$ cat src/rtl/vga_timing_gen.sv
// vga_timing_gen: VGA sync/counter generator advancing one pixel per clk_en
//   clk        rising-edge clock
//   rst        asynchronous active-low reset
//   clk_en     pixel tick
//   hsync      horizontal sync (level SYNC_POL while in the pulse), registered
//   vsync      vertical sync (level SYNC_POL while in the pulse), registered
//   video_on   active-region flag, registered
//   x, y       current pixel / line counters
//   line_end   clk_en on the last pixel of a line
//   frame_end  line_end on the last line of a frame
//   frame_count  8-bit frame counter, present only with VGA_FRAME_COUNT_EN
module vga_timing_gen #(
  parameter int   H_ACTIVE = 640,
  parameter int   H_FP     = 16,
  parameter int   H_SYNC   = 96,
  parameter int   H_BP     = 48,
  parameter int   V_ACTIVE = 480,
  parameter int   V_FP     = 10,
  parameter int   V_SYNC   = 2,
  parameter int   V_BP     = 33,
  parameter logic SYNC_POL = 1'b0
) (
  input  logic       clk,
  input  logic       rst,
  input  logic       clk_en,
  output logic       hsync,
  output logic       vsync,
  output logic       video_on,
  output logic [9:0] x,
  output logic [9:0] y,
  output logic       line_end,
`ifdef VGA_FRAME_COUNT_EN
  output logic [7:0] frame_count,
`endif
  output logic       frame_end
);
  localparam logic [9:0] HT_M1 = 10'(H_ACTIVE + H_FP + H_SYNC + H_BP - 1);
  localparam logic [9:0] VT_M1 = 10'(V_ACTIVE + V_FP + V_SYNC + V_BP - 1);
  localparam logic [9:0] HS_B  = 10'(H_ACTIVE + H_FP);
  localparam logic [9:0] HS_E  = 10'(H_ACTIVE + H_FP + H_SYNC - 1);
  localparam logic [9:0] VS_B  = 10'(V_ACTIVE + V_FP);
  localparam logic [9:0] VS_E  = 10'(V_ACTIVE + V_FP + V_SYNC - 1);
  localparam logic [9:0] HA    = 10'(H_ACTIVE);
  localparam logic [9:0] VA    = 10'(V_ACTIVE);
  logic       x_last, y_last;
  logic [9:0] x_n, y_n;
  assign x_last    = x == HT_M1;
  assign y_last    = y == VT_M1;
  assign x_n       = x_last ? '0 : x + 10'd1;
  assign y_n       = x_last ? (y_last ? '0 : y + 10'd1) : y;
  assign line_end  = clk_en && x_last;
  assign frame_end = line_end && y_last;
  // Sync/video decoded from the next count so they land on the same edge as x/y.
  always_ff @(posedge clk or negedge rst) begin
    if (!rst) begin
      x        <= '0;
      y        <= '0;
      hsync    <= ~SYNC_POL;
      vsync    <= ~SYNC_POL;
      video_on <= 1'b1;
    end else if (clk_en) begin
      x        <= x_n;
      y        <= y_n;
      hsync    <= (x_n >= HS_B && x_n <= HS_E) ? SYNC_POL : ~SYNC_POL;
      vsync    <= (y_n >= VS_B && y_n <= VS_E) ? SYNC_POL : ~SYNC_POL;
      video_on <= x_n < HA && y_n < VA;
    end
  end
`ifdef VGA_FRAME_COUNT_EN
  always_ff @(posedge clk or negedge rst) begin
    if (!rst) frame_count <= '0;
    else if (frame_end) frame_count <= frame_count + 8'd1;
  end
`endif
endmodule
$ cat config.mk
export PLATFORM = sky130hd
export DESIGN_NAME = vga_timing_gen
export DESIGN_NICKNAME = d
export VERILOG_FILES = /design/src/rtl/vga_timing_gen.sv
export SDC_FILE = /design/constraint.sdc
export NUM_CORES = 1
export LEC_CHECK = 0
export ABC_AREA = 0
export CELL_PAD_IN_SITES_DETAIL_PLACEMENT = 1
export CELL_PAD_IN_SITES_GLOBAL_PLACEMENT = 2
export CORE_ASPECT_RATIO = 0.8
export CORE_MARGIN = 2
export CORE_UTILIZATION = 31
export DETAILED_ROUTE_END_ITERATION = 8
export GPL_TIMING_DRIVEN = 0
export HOLD_SLACK_MARGIN = 0.06
export PLACE_DENSITY_LB_ADDON = 0.1
export SYNTH_ARGS = -nofsm -noshare
export SYNTH_HDL_FRONTEND = slang
export SYNTH_SLANG_ARGS = --single-unit
$ cat constraint.sdc
create_clock -name clk -period 2.2 [get_ports clk]
set_input_delay 0.44 -clock clk [delete_from_list [all_inputs] [get_ports clk]]
set_output_delay 0.44 -clock clk [all_outputs]
set_load 0.01 [all_outputs]
## Word level (Yosys, flattened, before mapping)

Index checks and enable logic that the tools add are counted.

- Register bits: 23
- Latch bits: 0
- Memory bits (writable): 0
- Bits in read-only memories: 0
- Input bits: 3
- Output and inout bits: 25
- Word-level logic and storage cells: 25
- Memories kept: 0

- $add $sub $neg: 2
- Multiply operators: 0
- Div/mod/pow operators: 0
- Order comparisons: 6
- Eq/ne operators: 2
- Shift operators: 0
- Mux-type cells: 5
- Bitwise operators: 0
- Reductions and logical operators: 5

Operators with widths:

| cell | number |
|---|---|
| $mux 10 | 3 |
| $add 10x1->10 const B | 2 |
| $eq 10x10->1 const B | 2 |
| $ge 10x10->1 const B | 1 |
| $ge 10x9->1 const B | 1 |
| $le 10x10->1 const B | 1 |
| $le 10x9->1 const B | 1 |
| $lt 10x10->1 const B | 1 |
| $lt 10x9->1 const B | 1 |
| $logic_and 1x1->1 | 5 |
| $mux 1 | 2 |

## Depth between registers and ports, before layout

Gate-level depths: netlist (run 1).

- Depth after elaboration: 6
- Mapped depth: 8
- Mapped depth without buffers: 8

## Least setup slack after synthesis (run 1)

OpenSTA, ideal clock, no wires.

- Kind: register to register
- From: register x[1]
- To: register video_on
- Setup time: 0.095 ns
- Arrival: 1.939 ns
- Required time: 2.105 ns
- Slack: 0.166 ns
- Stages on the path, launching flop included: 8
- Path buffers: 1
- Period minus slack after synthesis: 2.034 ns
- Cells stage by stage: dfrtp_1 > ha_1 > nand4_2 > or3_1 > buf_6 > o41ai_2 > a2bb2oi_1 > o32ai_1

- Word-level cells in the longest chain between the ends: 4
- Elaborated cells between the ends (all ways): 7
- Those cells by class: 1 x add/sub; 2 x order compare; 1 x eq/ne; 2 x mux; 1 x reduce/logical

Ends and longest elaborated chain:

| item | RTL line | text |
|---|---|---|
| start, declared | 29 | `output logic [9:0] x,` |
| start signal, assigned | 62 | `x <= x_n;` |
| $add 10x1->10 or $eq 10x10->1 (tied branches) | 49, 47 |  |
| $mux 10, on equally long branches | 49, 50 |  |
| $lt 10x10->1 or $lt 10x9->1 (tied branches) | 66 | `video_on <= x_n < HA && y_n < VA;` |
| $logic_and 1x1->1 (*) | 66 |  |
| end signal, assigned | 66 |  |
| end, declared | 28 | `output logic video_on,` |

Mark *: on every way between the ends. The rest lies on a longest branch, timed or not.
A chain may end at the register's enable or synchronous reset.

## Worst setup path in the final report (run 1)

- From: register x[0]
- To: register video_on

The elaborated chain is that of the path after synthesis.

==> run summary, run 1 <==
Arr. time, crit path - 2.37 ns
Combinational Power Share - 0.342
P_int - 834 uW
Rel. slew slack - 0.216
Mapped Area - 1520 um^2
Aggregate global routing overflow - 0
Psw - 461 uW
Worst slew pin tran - 1.17 ns
Post-synth EDFFs - 0
# nets final - 226
Endpoints failing setup - 0
Crit. Startpoint - x[0]
Die X-Extent - 82.3 um
Initial Utilization - 0.327
Layout filler cell count - 549
Diode count - 0
Commonest non-fill, non-tap cell in the layout - clkdlybuf4s50_1
Clock sinks - 23
Register area share after synthesis - 0.381
Unrepaired setup endpoints after global routing - yes
Largest net degree at the start of global routing - 24
Register area - 584 um^2
Io pins - 28
HPWL Detailed - 3.41 mm
CP max stage delay - 0.42 ns
Worst Path Buf+Inv - 1
DIE AREA - 5480 um^2
Status - finished clean
Yosys warns - 0
Final min period - 2.20 ns
Initial DRC count - 69
Delay-heaviest family, CP - compound AO/OA/AOI/OAI gates
H-tree depth - 1
Core area - 4650 um^2
Reg2reg start - x[0]
CTS tree - yes
Total power - 1.29 mW
Syn avg cell area - 8.63 um^2
Worst Min Path Start - hsync
Startpoint Class - register
Clk pwr share - 0.213
Syn nets - 183
DRC viols - 0
Net Sw Frac - 0.356
Antenna violations before repair - 0
Routed WL per cell - 18.4 um
All-Layer GR Usage - 0.204
Dpl cell area - 1860 um^2
Most frequent cells in the layout - clkdlybuf4s50_1, dfrtp_1, nand2_1, o21ai_0
Post-route ant nets - 0
Buffers on Ports - 27
CP max FO - 5
Crit end category - register
Clock-pin transition on the worst setup and hold timing paths - 0.09 ns
Setup_tns - 0 ns
Clock Tree Buf Depth - 2
Final Cycle Share - 0.998
Layout cells sized above 1 - 0.243
Area of the multi-input gates - 981 um^2
Worst-Skew Late Latency - 0.27 ns
Crit path kind - register to register
Cell row count - 22
GP Congestion - 0.787
Number of synthesized register bits - 23
VDD IR-drop max - 0.422 mV
Area growth from synthesis to layout - 40.3%
Leak pwr - 0.862 nW
CTS root buf - clkbuf_8
Flop pwr share - 0.444
Peak Freq - 0.455 GHz
Max-slew violations - 0
DIE HEIGHT - 66.6 um
Share of synthesized registers carrying an async set or reset - 1.00
Critical path required time - 2.38 ns
Final hold vios - 0
Design area - 2130 um^2
Max_cap viols - 0
Critical path cell sequence - ha_4 -> nand4_4 -> buf_6 -> o41a_1 -> o221a_4 -> o311a_1 -> o32ai_2
Worst path slowest cell - dfrtp_1
Drt first pass iters - 4
Avg Vias per Cell - 5.60
Min-Delay Path Class - register to register
Cell variety after synth - 47
First-pass GRT wire length - 8.36 mm
Power Density - 608 nW/um^2
Cells after Synth - 176
Via Count - 1556
Top_reg_cell synth - dfrtp_1
Post-route clock skew - 0.00455 ns
Cts bufs inserted - 3
Total Routed Length - 5.12 mm
Vias in the first global route - 1586
sequential cells by signal (all words and copies together) (netlist names):
name,cells
x,10
hsync,1
y,10
vsync,1
video_on,1
cells by family (layout without fill, tap and decap cells):
group | Yosys count | after routing | share of synthesized area
compound gates | 45 | 45 | 0.207
xor+xnor | 7 | 7 | 0.0404
fa+ha+maj | 4 | 4 | 0.0330
buf+inv | 18 | 60 | 0.0544
flops | 23 | 23 | 0.381
mux | 2 | 2 | 0.0140
simple gates | 77 | 77 | 0.270
timing repair:
action	4_1_cts	5_1_grt
hold buffers	0	0
setup buffers	11	4
setup endpoints to repair	10	5
resized for setup	21	15
pin swaps	4	9
tightest hold or removal path, stage by stage (launching register included):
cell     delay (ns)
dfstp_2        0.38
nor2_1         0.08
a31oi_1        0.05
metal layers:
layer  share of wire  wire [um]  track usage  up-vias
met5               0          0            0        -
met4          0.0088         45       0.0479        0
met3           0.042        213       0.0393        4
met2            0.46       2330        0.308       39
met1            0.49       2530        0.298      780
li1                -          -            -      733
power by group through the flow:
stage,sequential (mW),combinational (mW),clock [mW]
after floorplan,0.581,0.186,0
after global placement,0.566,0.376,0
after detailed placement,0.571,0.386,0
after CTS,0.573,0.430,0.288
after global routing,0.587,0.493,0.302
final,0.575,0.443,0.276
layout make-up:
| type | count | share of cell area |
|---|---|---|
| buffer | 7 | 0.0194 |
| clock buffer | 3 | 0.0194 |
| clock inverter | 1 | 0.00235 |
| inverter | 7 | 0.0123 |
| multi-input combinational | 135 | 0.460 |
| sequential | 23 | 0.274 |
| tap | 60 | 0.0352 |
| timing repair buffer | 42 | 0.177 |
Yosys cell counts (2+ instances only):
library cell,count,area share
nand2_1,16,0.040
nand4_1,5,0.021
dfstp_2,3,0.052
a21oi_1,6,0.020
buf_6,2,0.015
dfrtp_1,20,0.33
or3_1,2,0.0082
o31ai_1,2,0.0099
ha_1,4,0.033
xnor2_1,6,0.035
and3_1,6,0.025
o21ai_0,16,0.053
o311ai_0,2,0.012
nor3b_1,2,0.0099
nor3_1,6,0.020
and2_1,4,0.016
clkbuf_1,8,0.020
a31oi_1,4,0.016
inv_1,7,0.017
o41ai_2,2,0.021
nand3_1,11,0.036
nor2_1,15,0.037
o211ai_1,3,0.015
through the flow:
stage,worst slack [ns],hold WS [ns],utilization,std cells
floorplan,0.166,0.144,-,176
global placement,-0.724,0.482,0.401,263
detailed placement,-0.748,0.486,0.401,263
CTS,0.00274,0.498,0.439,276
global route,-0.0969,0.532,0.458,278
finish,0.00429,0.498,0.458,278
worst paths after layout:
check,end,depth (start not counted),slack [ns]
min reg2reg,hsync,2,0.50
max reg2reg,video_on,7,0.004
max,video_on,7,0.004
max in group asynchronous,x[7],1,0.63
min,hsync,2,0.50
min in group asynchronous,y[6],1,0.79
Power figures use the tool's default switching activity.
==> run 2: changes to the inputs <==
--- a/config.mk
+++ b/config.mk
@@ -6,11 +6,13 @@
 export NUM_CORES = 1
 export LEC_CHECK = 0
 export ABC_AREA = 0
-export CELL_PAD_IN_SITES_DETAIL_PLACEMENT = 1
-export CELL_PAD_IN_SITES_GLOBAL_PLACEMENT = 2
+export ABC_CLOCK_PERIOD_IN_PS = 2200
+export CELL_PAD_IN_SITES_DETAIL_PLACEMENT = 0
+export CELL_PAD_IN_SITES_GLOBAL_PLACEMENT = 1
 export CORE_ASPECT_RATIO = 0.8
 export CORE_MARGIN = 2
-export CORE_UTILIZATION = 31
+export CORE_UTILIZATION = 39
+export CTS_CLUSTER_DIAMETER = 100
 export DETAILED_ROUTE_END_ITERATION = 8
 export GPL_TIMING_DRIVEN = 0
 export HOLD_SLACK_MARGIN = 0.06
==> run 2 against run 1 <==
Against the previous run:
- global-route usage shrank 0.69 points
- worst hold slack lost 0.0068 ns
- non-clock buffer count shrank 4
- worst setup slack gained 0.0069 ns
- final area shrank 4.4%
- power shrank 3.7%
- sequential cell count is the same
- register-to-register slack gained 0.03 ns
- critical path depth shrank 1
- largest cell class unchanged
==> run summary, run 2 (synthesis results as in run 1) <==
Dpl cell area - 1860 um^2
Max_cap viols - 0
Critical path cell sequence - buf_6 -> or2_4 -> nor3_4 -> nand2_4 -> nor2_4 -> clkdlybuf4s15_2
Power Density - 612 nW/um^2
CTS tree - yes
Avg Vias per Cell - 5.42
Clock Tree Buf Depth - 2
Largest regs - x x10, y x10
Worst slew pin tran - 1.09 ns
Post-placement cell count - 258
# nets final - 222
Clock-pin transition on the worst setup and hold timing paths - 0.09 ns
Unrepaired setup endpoints after global routing - yes
Io pins - 28
Area growth from synthesis to layout - 34.1%
Arr. time, crit path - 1.75 ns
Core area - 3780 um^2
HPWL Detailed - 2.86 mm
DRC viols - 0
Antenna violations before repair - 0
Reg2reg start - x[7]
Leak pwr - 0.798 nW
Total power - 1.25 mW
Drt first pass iters - 4
Peak Freq - 0.457 GHz
Worst path slowest cell - dfrtp_1
Area of the multi-input gates - 930 um^2
Critical path required time - 1.76 ns
Max-slew violations - 0
Routed WL per cell - 15.2 um
Via Count - 1457
Commonest non-fill, non-tap cell in the layout - clkdlybuf4s50_1
Hold slack - 0.491 ns
P_int - 820 uW
Diode count - 0
Vias in the first global route - 1326
Endpoints failing setup - 0
First-pass GRT wire length - 6.66 mm
Worst Path Buf+Inv - 2
Final min period - 2.19 ns
Layout filler cell count - 348
Buffers on Ports - 27
Psw - 427 uW
CP max FO - 9
Total Routed Length - 4.08 mm
Post-route ant nets - 0
Most frequent cells in the layout - clkdlybuf4s50_1, dfrtp_1, o21ai_0
Crit end category - output port
Final WS setup - 0.0112 ns
Final Cycle Share - 0.995
DIE HEIGHT - 59.8 um
Clock sinks - 23
Net Sw Frac - 0.342
GP Congestion - 0.870
Post-Place Worst Slack - -0.688 ns
Flop pwr share - 0.454
Setup_tns - 0 ns
Delay-heaviest family, CP - simple AND/OR/NAND/NOR gates
CP max stage delay - 0.39 ns
Crit. Startpoint - x[6]
Startpoint Class - register
Final hold vios - 0
Initial DRC count - 89
Largest net degree at the start of global routing - 24
CTS root buf - clkbuf_8
Post-route clock skew - 0.00454 ns
Layout cells sized above 1 - 0.201
Cts bufs inserted - 3
Clk pwr share - 0.215
Fin cells - 269
Status - finished clean
Initial Utilization - 0.402
Cts hold-fix bufs - 0
Worst Min Path Start - vsync
Die X-Extent - 73.8 um
DIE AREA - 4410 um^2
Core Util, Final - 0.539
VDD IR-drop max - 0.448 mV
Min-Delay Path Class - register to register
Rel. slew slack - 0.269
Aggregate global routing overflow - 0
All-Layer GR Usage - 0.197
Cell row count - 20
Worst-Skew Late Latency - 0.27 ns
Crit path kind - register to output port
Design area - 2040 um^2
Register area - 583 um^2
H-tree depth - 1
Combinational Power Share - 0.331
-- run 2: routing by layer --
layer / part of all wire / track usage
met2: 0.41 / 0.284
met5: 0 / 0
met1: 0.55 / 0.303
met3: 0.037 / 0.0472
met4: 0.0042 / 0.0286
-- run 2: worst reg2reg max path: stages, from the launching register on --
cell and delay (ns):
dfrtp_2 0.46, nand3b_1 0.25, buf_4 0.19, or3_1 0.31, buf_6 0.15, a21oi_1 0.13
nor2_1 0.08, a2bb2oi_2 0.18, o32ai_1 0.32
-- run 2: power by group through the flow --
stage | sequential [mW] | combinational (mW) | clock [mW]
2_1_floorplan | 0.581 | 0.186 | 0
3_3_place_gp | 0.565 | 0.373 | 0
3_5_place_dp | 0.568 | 0.378 | 0
4_1_cts | 0.566 | 0.411 | 0.279
5_1_grt | 0.575 | 0.452 | 0.294
6_report | 0.566 | 0.413 | 0.269
-- run 2: area by class of cell --
| cell class | count | share of cell area |
|---|---|---|
| buffer | 9 | 0.0240 |
| clock buffer | 3 | 0.0203 |
| clock inverter | 1 | 0.00246 |
| inverter | 7 | 0.0129 |
| multi-input combinational | 135 | 0.456 |
| sequential | 23 | 0.286 |
| tap | 55 | 0.0338 |
| timing repair buffer | 36 | 0.164 |
-- run 2: final timing paths --
kind | endpoint | slack (ns) | cells after the start
max | frame_end | 0.01 | 6
min in group asynchronous | y[8] | 0.76 | 1
min reg2reg | vsync | 0.49 | 2
min | vsync | 0.49 | 2
max in group asynchronous | x[8] | 0.72 | 1
max reg2reg | video_on | 0.03 | 8
-- run 2: repair_timing --
item                                    CTS  global route
endpoints found under the setup margin    6             4
resized for setup                        14            11
endpoints found under the hold margin     0             0
cloned                                    0             0
setup buffers                             6             3
pin swaps                                 2             2
